`config.mk`:
```
export PLATFORM = sky130hd
export DESIGN_NAME = guess_input_conditioner
export DESIGN_NICKNAME = d
export VERILOG_FILES = /design/src/rtl/memory_game_pkg.sv /design/src/rtl/bit_synchronizer.sv /design/src/rtl/guess_input_conditioner.sv
export SDC_FILE = /design/constraint.sdc
export NUM_CORES = 1
export LEC_CHECK = 0
export ABC_AREA = 1
export BUFFER_PORTS_ARGS = -buffer_cell sky130_fd_sc_hd__buf_2
export CORE_MARGIN = 3
export CORE_UTILIZATION = 32
export DETAILED_ROUTE_END_ITERATION = 8
export PLACE_DENSITY = 0.48
export SLEW_MARGIN = 20
export SYNTH_ARGS = -nofsm -noshare
export SYNTH_HDL_FRONTEND = slang
export SYNTH_HIERARCHICAL = 1
export SYNTH_SLANG_ARGS = --single-unit
```
`constraint.sdc`:
```
create_clock -name clk -period 3.88 [get_ports clk]
set_clock_uncertainty 0.05 [all_clocks]
set_input_delay 0.388 -clock clk [delete_from_list [all_inputs] [get_ports clk]]
set_output_delay 0.388 -clock clk [all_outputs]
set_load 0.02 [all_outputs]
```
`src/rtl/memory_game_pkg.sv`:
```
// Shared types and constants for the memory game input path.
// Guess width, debounce FSM encoding and default debounce length.
package memory_game_pkg;

    localparam int GUESS_W = 4;

    localparam int DEBOUNCE_CYCLES_DEFAULT = 1000000;

    typedef enum logic [1:0] {
        IDLE_LOW  = 2'd0,
        WAIT_HIGH = 2'd1,
        HELD_HIGH = 2'd2,
        WAIT_LOW  = 2'd3
    } deb_state_t;

    // Width of a counter that can hold the value n.
    function automatic int cnt_width(input int n);
        return (n < 1) ? 1 : $clog2(n + 1);
    endfunction

endpackage

```
`src/rtl/bit_synchronizer.sv`:
```
// Multi-stage flip-flop synchronizer for asynchronous inputs.
// Every bit of the bus is synchronized independently.
module bit_synchronizer #(
    parameter int STAGES = 2,
    parameter int WIDTH  = 1
) (
    input  logic             clk,
    input  logic             rst_n,
    input  logic [WIDTH-1:0] i_d,
    output logic [WIDTH-1:0] o_q
);

    logic [WIDTH-1:0] r_sync [STAGES];

    // Shift the raw input through the synchronizer chain.
    always_ff @(posedge clk or negedge rst_n) begin
        if (!rst_n) begin
            for (int i = 0; i < STAGES; i++) begin
                r_sync[i] <= '0;
            end
        end else begin
            r_sync[0] <= i_d;
            for (int i = 1; i < STAGES; i++) begin
                r_sync[i] <= r_sync[i-1];
            end
        end
    end

    assign o_q = r_sync[STAGES-1];

endmodule

```
`src/rtl/guess_input_conditioner.sv`:
```
// Synchronizes, debounces and latches a guess for the game core.
// Press events load the switches into a valid/ready output register.
module guess_input_conditioner
    import memory_game_pkg::*;
#(
    parameter int DEBOUNCE_CYCLES = DEBOUNCE_CYCLES_DEFAULT,
    parameter int SYNC_STAGES     = 2
) (
    input  logic               clk,
    input  logic               rst_n,
    input  logic               btn0,
    input  logic [GUESS_W-1:0] switches,
    output logic [GUESS_W-1:0] guess,
    output logic               guess_valid,
    input  logic               guess_ready,
    output logic               btn_level,
    output logic               overrun
);

    localparam int CNT_W = cnt_width(DEBOUNCE_CYCLES);
    localparam logic [CNT_W-1:0] CNT_LAST = CNT_W'(DEBOUNCE_CYCLES - 1);
    localparam logic [CNT_W-1:0] CNT_MAX  = '1;

    logic               w_btn_s;
    logic [GUESS_W-1:0] w_sw_s;

    deb_state_t         r_state;
    deb_state_t         w_next;
    logic [CNT_W-1:0]   r_cnt;
    logic               w_press;
    logic               w_level;

    logic [GUESS_W-1:0] r_guess;
    logic               r_valid;
    logic               r_overrun;

    bit_synchronizer #(
        .STAGES (SYNC_STAGES),
        .WIDTH  (1)
    ) u_sync_btn (
        .clk   (clk),
        .rst_n (rst_n),
        .i_d   (btn0),
        .o_q   (w_btn_s)
    );

    bit_synchronizer #(
        .STAGES (SYNC_STAGES),
        .WIDTH  (GUESS_W)
    ) u_sync_sw (
        .clk   (clk),
        .rst_n (rst_n),
        .i_d   (switches),
        .o_q   (w_sw_s)
    );

    // Debounce FSM state register.
    always_ff @(posedge clk or negedge rst_n) begin
        if (!rst_n) begin
            r_state <= IDLE_LOW;
        end else begin
            r_state <= w_next;
        end
    end

    // Debounce FSM next-state decode.
    always_comb begin
        w_next = r_state;
        unique case (r_state)
            IDLE_LOW: begin
                if (w_btn_s) begin
                    w_next = WAIT_HIGH;
                end
            end
            WAIT_HIGH: begin
                if (!w_btn_s) begin
                    w_next = IDLE_LOW;
                end else if (r_cnt == CNT_LAST) begin
                    w_next = HELD_HIGH;
                end
            end
            HELD_HIGH: begin
                if (!w_btn_s) begin
                    w_next = WAIT_LOW;
                end
            end
            WAIT_LOW: begin
                if (w_btn_s) begin
                    w_next = HELD_HIGH;
                end else if (r_cnt == CNT_LAST) begin
                    w_next = IDLE_LOW;
                end
            end
            default: begin
                w_next = IDLE_LOW;
            end
        endcase
    end

    // Debounce FSM outputs: press event on accepted rise, stable level.
    always_comb begin
        w_press = 1'b0;
        w_level = 1'b0;
        unique case (r_state)
            IDLE_LOW: begin
                w_level = 1'b0;
            end
            WAIT_HIGH: begin
                w_press = (w_next == HELD_HIGH);
            end
            HELD_HIGH: begin
                w_level = 1'b1;
            end
            WAIT_LOW: begin
                w_level = 1'b1;
            end
            default: begin
                w_level = 1'b0;
            end
        endcase
    end

    // Stability counter: clears on any state change, saturates otherwise.
    always_ff @(posedge clk or negedge rst_n) begin
        if (!rst_n) begin
            r_cnt <= '0;
        end else if (w_next != r_state) begin
            r_cnt <= '0;
        end else if ((r_state == WAIT_HIGH) || (r_state == WAIT_LOW)) begin
            if (r_cnt != CNT_MAX) begin
                r_cnt <= r_cnt + CNT_W'(1);
            end
        end
    end

    // Guess register with valid/ready handshake; a press on a
    // completing handshake reloads, otherwise a busy press is dropped.
    always_ff @(posedge clk or negedge rst_n) begin
        if (!rst_n) begin
            r_guess <= '0;
            r_valid <= 1'b0;
        end else if (w_press && (!r_valid || guess_ready)) begin
            r_guess <= w_sw_s;
            r_valid <= 1'b1;
        end else if (r_valid && guess_ready) begin
            r_valid <= 1'b0;
        end
    end

    // One-cycle flag for a press dropped while a guess is pending.
    always_ff @(posedge clk or negedge rst_n) begin
        if (!rst_n) begin
            r_overrun <= 1'b0;
        end else begin
            r_overrun <= w_press && r_valid && !guess_ready;
        end
    end

    assign guess       = r_guess;
    assign guess_valid = r_valid;
    assign btn_level   = w_level;
    assign overrun     = r_overrun;

endmodule
```
# After elaboration in Yosys (flattened, before gate mapping)
# Cells that the tools add are included.
[totals]
register_bits = 38
inputBits = 8
output_inout_bits = 7
elab_cells = 45
[op_classes]
n_addsub = 1
n_eq_ne = 7
muxes = 14
n_reduce_logical = 14
[op_table]
columns = ["op", "n"]
rows = [
  ["2-to-1 mux 20 bit", 3],
  ["adder 20 x 1 -> 20 bit (second input constant)", 1],
  ["equality test 20 bit (second input constant)", 1],
  ["inequality test 20 bit (second input constant)", 1],
  ["2-to-1 mux 2 bit", 6],
  ["one-hot mux 2 bit (4 select lines)", 1],
  ["equality test 2 bit (second input constant)", 3],
  ["nonzero test 2 bit", 3],
  ["logical AND 1 bit", 4],
  ["2-to-1 mux 1 bit", 4],
  ["equality test 2 x 1 -> 1 bit (second input constant)", 1],
  ["logical NOT 1 bit", 2],
  ["logical NOT 2 bit", 1],
  ["logical OR 1 bit", 2],
  ["inequality test 2 bit", 1],
  ["AND reduction 2 bit", 1],
  ["OR reduction 2 bit", 1],
]

# Depth between registers and ports, before layout
[logic_depth]
depth_word = 8
depth_mapped = 11
ltp_nobuf = 10

# Cells and area by module
# Netlist, hierarchy kept.
[modules_own_cells]
columns = ["mod", "instances", "cells_each", "area_each_um2", "seq_area_each_um2"]
rows = [
  ["guess_input_conditioner", 1, 258, 1815.5, 700.7],
  ["bit_synchronizer (u_sync_sw)", 1, 12, 230.2, 200.2],
  ["bit_synchronizer (u_sync_btn)", 1, 2, 50.0, 50.0],
]

# Least setup slack after synthesis
# Ideal clock, no wire load.
[synth_path]
kind = "register -> register"
startpoint = "register r_cnt[0]"
endpoint = "register r_cnt[12]"
setup_time_ns = 0.117
arrival_ns = 1.621
required_ns = 3.713
setup_slack_ns = 2.091
path_stages_with_launch = 12
n_path_buf = 1
synth_period_minus_slack_ns = 1.789
cell_sequence = "dfrtp_1 -> ha_1 -> nand2_1 -> nor2_4 -> nand2_1 -> nor2_4 -> nand3_4 -> nand2_4 -> inv_4 -> buf_6 -> nand3_1 -> nand2_1"
[synth_via]
elab_chain_cells = 7
word_cells_on_any_way = 15
classes_between = "1 x add/sub; 3 x eq/ne; 8 x mux; 3 x reduce/logical"
[synth_lines]
columns = ["item", "line", "rtl"]
rows = [
  ["start, declared", "guess_input_conditioner.sv:29", "logic [CNT_W-1:0] r_cnt;"],
  ["start signal, assigned", "guess_input_conditioner.sv:131", "r_cnt <= r_cnt + CNT_W'(1);"],
  ["equality test 20 bit", "guess_input_conditioner.sv:78, guess_input_conditioner.sv:90", ""],
  ["2-to-1 mux 2 bit (on tied branches)", "guess_input_conditioner.sv:90, guess_input_conditioner.sv:78", ""],
  ["2-to-1 mux 2 bit (on tied branches)", "guess_input_conditioner.sv:88, guess_input_conditioner.sv:76", ""],
  ["one-hot mux 2 bit (4 select lines)", "guess_input_conditioner.sv:69", "unique case (r_state)"],
  ["inequality test 2 bit", "guess_input_conditioner.sv:127", "end else if (w_next != r_state) begin"],
  ["nonzero test 2 bit (no source line)", "-", ""],
  ["AND reduction 2 bit (no source line)", "-", ""],
]
# Several ways; a longest one is shown, not always the timed one. The select of a mux whose other input is x is not followed.
# A chain may end at the register's enable or synchronous reset.

# Final worst setup path
[layout_path]
startpoint = "register r_cnt[0]"
endpoint = "register r_cnt[5]"
# The elaborated chain is that of the path after synthesis.

==> impl_metrics.env <==
export IMPL_initial_core_util_pct=34.18
export IMPL_groute_layer_met2_usage_pct=20.77
export IMPL_crit_path_top_delay_cell="dfrtp_1"
export IMPL_synth_nets=281
export IMPL_crit_path_cell_trace="ha_1 -> nand3_1 -> nor2_1 -> nand3_2 -> nand3_1 -> nand2_2 -> inv_1 -> nor2_1"
export IMPL_antenna_left=0
export IMPL_hpwlAfterDp_mm=3.212
export IMPL_die_area_um2=7556
export IMPL_dominantRegCellSynth="dfrtp_1"
export IMPL_die_width_um=86.93
export IMPL_synth_sequential_area_ratio_pct=45.37
export IMPL_cp_startpoint="r_cnt[0]"
export IMPL_outcome="finished, final reports clean"
export IMPL_via_count=1637
export IMPL_synthArstFlopShare_pct=100.0
export IMPL_root_buffer="clkbuf_8"
export IMPL_global_route_peak_usage_layer="met2"
export IMPL_timing_final_crit_share_pct=55.21
export IMPL_rsz0062_at_grt="no"
export IMPL_core_region_area_um2=6131
export IMPL_timing_final_ws_setup_ps=1738
export IMPL_power_share_combinational_pct=4.8
export IMPL_io_pins=15
export IMPL_power_clock_fraction_pct=40.0
export IMPL_critPathKind="reg2reg"
export IMPL_synth_edf_count=0
export IMPL_synth_ff_latch_count=38
export IMPL_drt_drc_violations_left=0
export IMPL_groute_usage_overall_pct=13.53
export IMPL_cts_tree="yes"
export IMPL_power_leakage_nw=1.152
export IMPL_wire_length_of_the_first_global_routing_pass_mm=7.928
export IMPL_core_rowCount=28
export IMPL_cts_resized=0
export IMPL_grtUsageMet3_pct=2.838
export IMPL_min_period_ps=2142
export IMPL_maxClockFrequency_ghz=0.4668
export IMPL_hold_violations=0
export IMPL_post_cts_setup_buffers=0
export IMPL_cts_made_buffers=5
export IMPL_critical_path_max_stage_delay_ps=440
export IMPL_vias_in_the_first_global_route=1642
export IMPL_post_synth_num_cell_types=27
export IMPL_grt_antenna_before_repair=0
export IMPL_timing_max_cap_violations=0
export IMPL_yosys_mux_area_fraction_pct=0
export IMPL_yosys_area_share_xor_xnor_pct=4.179
export IMPL_n_fill_cell=626
export IMPL_r2r_start="r_cnt[0]"
export IMPL_required_ps=4010
export IMPL_register_share_of_total_power_pct=55.2
export IMPL_syn_area_per_cell_um2=7.705
export IMPL_max_slew_margin_rel_pct=41.96
export IMPL_synth_top_family_by_area="simple AND/OR/NAND/NOR gates"
export IMPL_synth_warning_count=6
export IMPL_finalSetupViolCount=0
export IMPL_finalSetupTns_ps=0
export IMPL_iter_0_drt_violations=59
export IMPL_use_met1_pct=18.85
export IMPL_fin_worst_hold_slack_ps=147.2
export IMPL_synth_compound_area_share_pct=1.910
export IMPL_regToRegSetupSlack_ps=1740
export IMPL_detailedRoute_firstPassIterationCount=5
export IMPL_worst_slew_pin_transition_ps=870.5
export IMPL_totalPowerFinal_mw=0.7431
export IMPL_place_congestion=0.8073
export IMPL_grt_start_max_net_pins=39
export IMPL_clkTransAtPathRegs_ps=80
export IMPL_final_core_area_utilization_pct=37.29
export IMPL_cts_htree_levels=2
export IMPL_fraction_of_final_layout_cells_sized_beyond_drive_strength_1_pct=13.38
export IMPL_crit_fanout=28
export IMPL_placement_io_buffers=14
export IMPL_synthToLayoutAreaGrowth_pct=9.075
export IMPL_pwr_density_cell_nw_per_um2=325.1
export IMPL_clock_path_buffers=2
export IMPL_critical_path_arrival_ps=2270
export IMPL_holdBufCountCts=0
export IMPL_vias_per_cell=4.560
export IMPL_routed_wire_length_per_instance_um=12.33
export IMPL_slew_violations=0
export IMPL_setup_worst_path_end_class="register"
export IMPL_layout_area_seq_um2=950.9
export IMPL_total_area_of_multi_input_combinational_cells_um2=927.1
export IMPL_overflow=0
export IMPL_cell_internal_pwr_mw=0.5583
export IMPL_area_share_of_fa_ha_maj_cells_after_synthesis_pct=0.5970
export IMPL_post_synth_inst_count=272
export IMPL_power_switching_fraction_pct=24.87
export IMPL_count_of_clock_tree_sinks=38
export IMPL_yosys_area_share_simple_pct=37.55
export IMPL_min_delay_path_class="in2async"
export IMPL_dieHeight_um=86.93
export IMPL_pre_cts_slack_ps=1719
export IMPL_worstSkewPairLatency_ps=300
export IMPL_wl_mm=4.425
export IMPL_diodes=0
export IMPL_power_switching_mw=0.1849
export IMPL_layout_nets=292
export IMPL_ir_drop_v=0.0001531
export IMPL_post_syn_area_um2=2096
export IMPL_timing_critical_path_from_type="register"
[power groups by stage]
| stage | clock, mW | combinational (mW) | sequential, mW |
|---|---|---|---|
| after floorplan | 0 | 0.0271 | 0.416 |
| after global placement | 0 | 0.0366 | 0.417 |
| after detailed placement | 0 | 0.0365 | 0.418 |
| after CTS | 0.309 | 0.0368 | 0.410 |
| after global routing | 0.326 | 0.0412 | 0.411 |
| final | 0.298 | 0.0356 | 0.410 |
[cell families after synthesis]
family / after synthesis
simple gates: 167
buf+inv: 48
flops: 38
xor+xnor: 10
compound gates: 8
fa+ha+maj: 1
[layer usage]
layer	up-vias	part of all wire [%]
met3	6	3.3
met5	-	0
met2	27	44
li1	861	-
met1	743	51
met4	0	1.6
[final timing paths]
check                                       endpoint  cells past startpoint
worst max-delay path                        r_cnt[5]                      8
worst min-delay path                        guess[0]                      1
worst max register to register              r_cnt[5]                      8
worst min register to register      u_sync_sw/o_q[1]                      0
max in group asynchronous                  r_cnt[14]                      1
min in group clk                u_sync_btn/r_sync[1]                      1
[cells in the mapped netlist (3+ instances only)]
cell type  count  area (um2)
dfrtp_1       38       950.9
xor2_1         9       78.83
nand4_1        6       37.54
nand2_1       73       274.0
buf_4          5       37.54
o21ai_0        8       40.04
inv_1         35       131.4
nor2_1        36       135.1
nand3_1       36       180.2
nand3_2        3       30.03
[flip-flops by register name, indices dropped and copies added (netlist names)]
name and flops:
r_state 2, u_sync_btn/r_sync 1, u_sync_sw/r_sync 4, u_sync_sw/o_q 4, r_cnt 20, overrun 1
guess 4, u_sync_btn/o_q 1, guess_valid 1
[cell usage in the layout (no fill, tap or decap), types with 6 or more instances in the layout]
master,netlist,final
clkbuf_8,0,6
buf_2,1,14
xor2_1,9,9
nor2_1,36,36
nand2_1,73,73
nand4_1,6,6
o21ai_0,8,8
inv_1,35,35
dfrtp_1,38,38
nand3_1,36,36
[metrics by stage]
stage / instance area (um2) / cells
after detailed placement: 2187 / 351
after global routing: 2286 / 359
final: 2286 / 359
after CTS: 2286 / 359
after global placement: 2187 / 351
after floorplan: 2096 / 272
[area by class of cell]
cell class              instances  area share (%)
clock buffers                   6           3.612
clock inverters                 2          0.7115
inverters                      38           6.349
multi-input cells             186           40.56
flip-flops and latches         38           41.60
well taps                      75           4.105
repair buffers                 14           3.065
[critical path, delay by kind of cell, from the launching register on]
| kind | cells | cell delay [ps] |
|---|---|---|
| DFF | 1 | 440 |
| adders and majority gates | 1 | 270 |
| buffers and inverters | 1 | 260 |
| and+or+nand+nor | 6 | 1000 |
(Power assumes the default switching activity.)
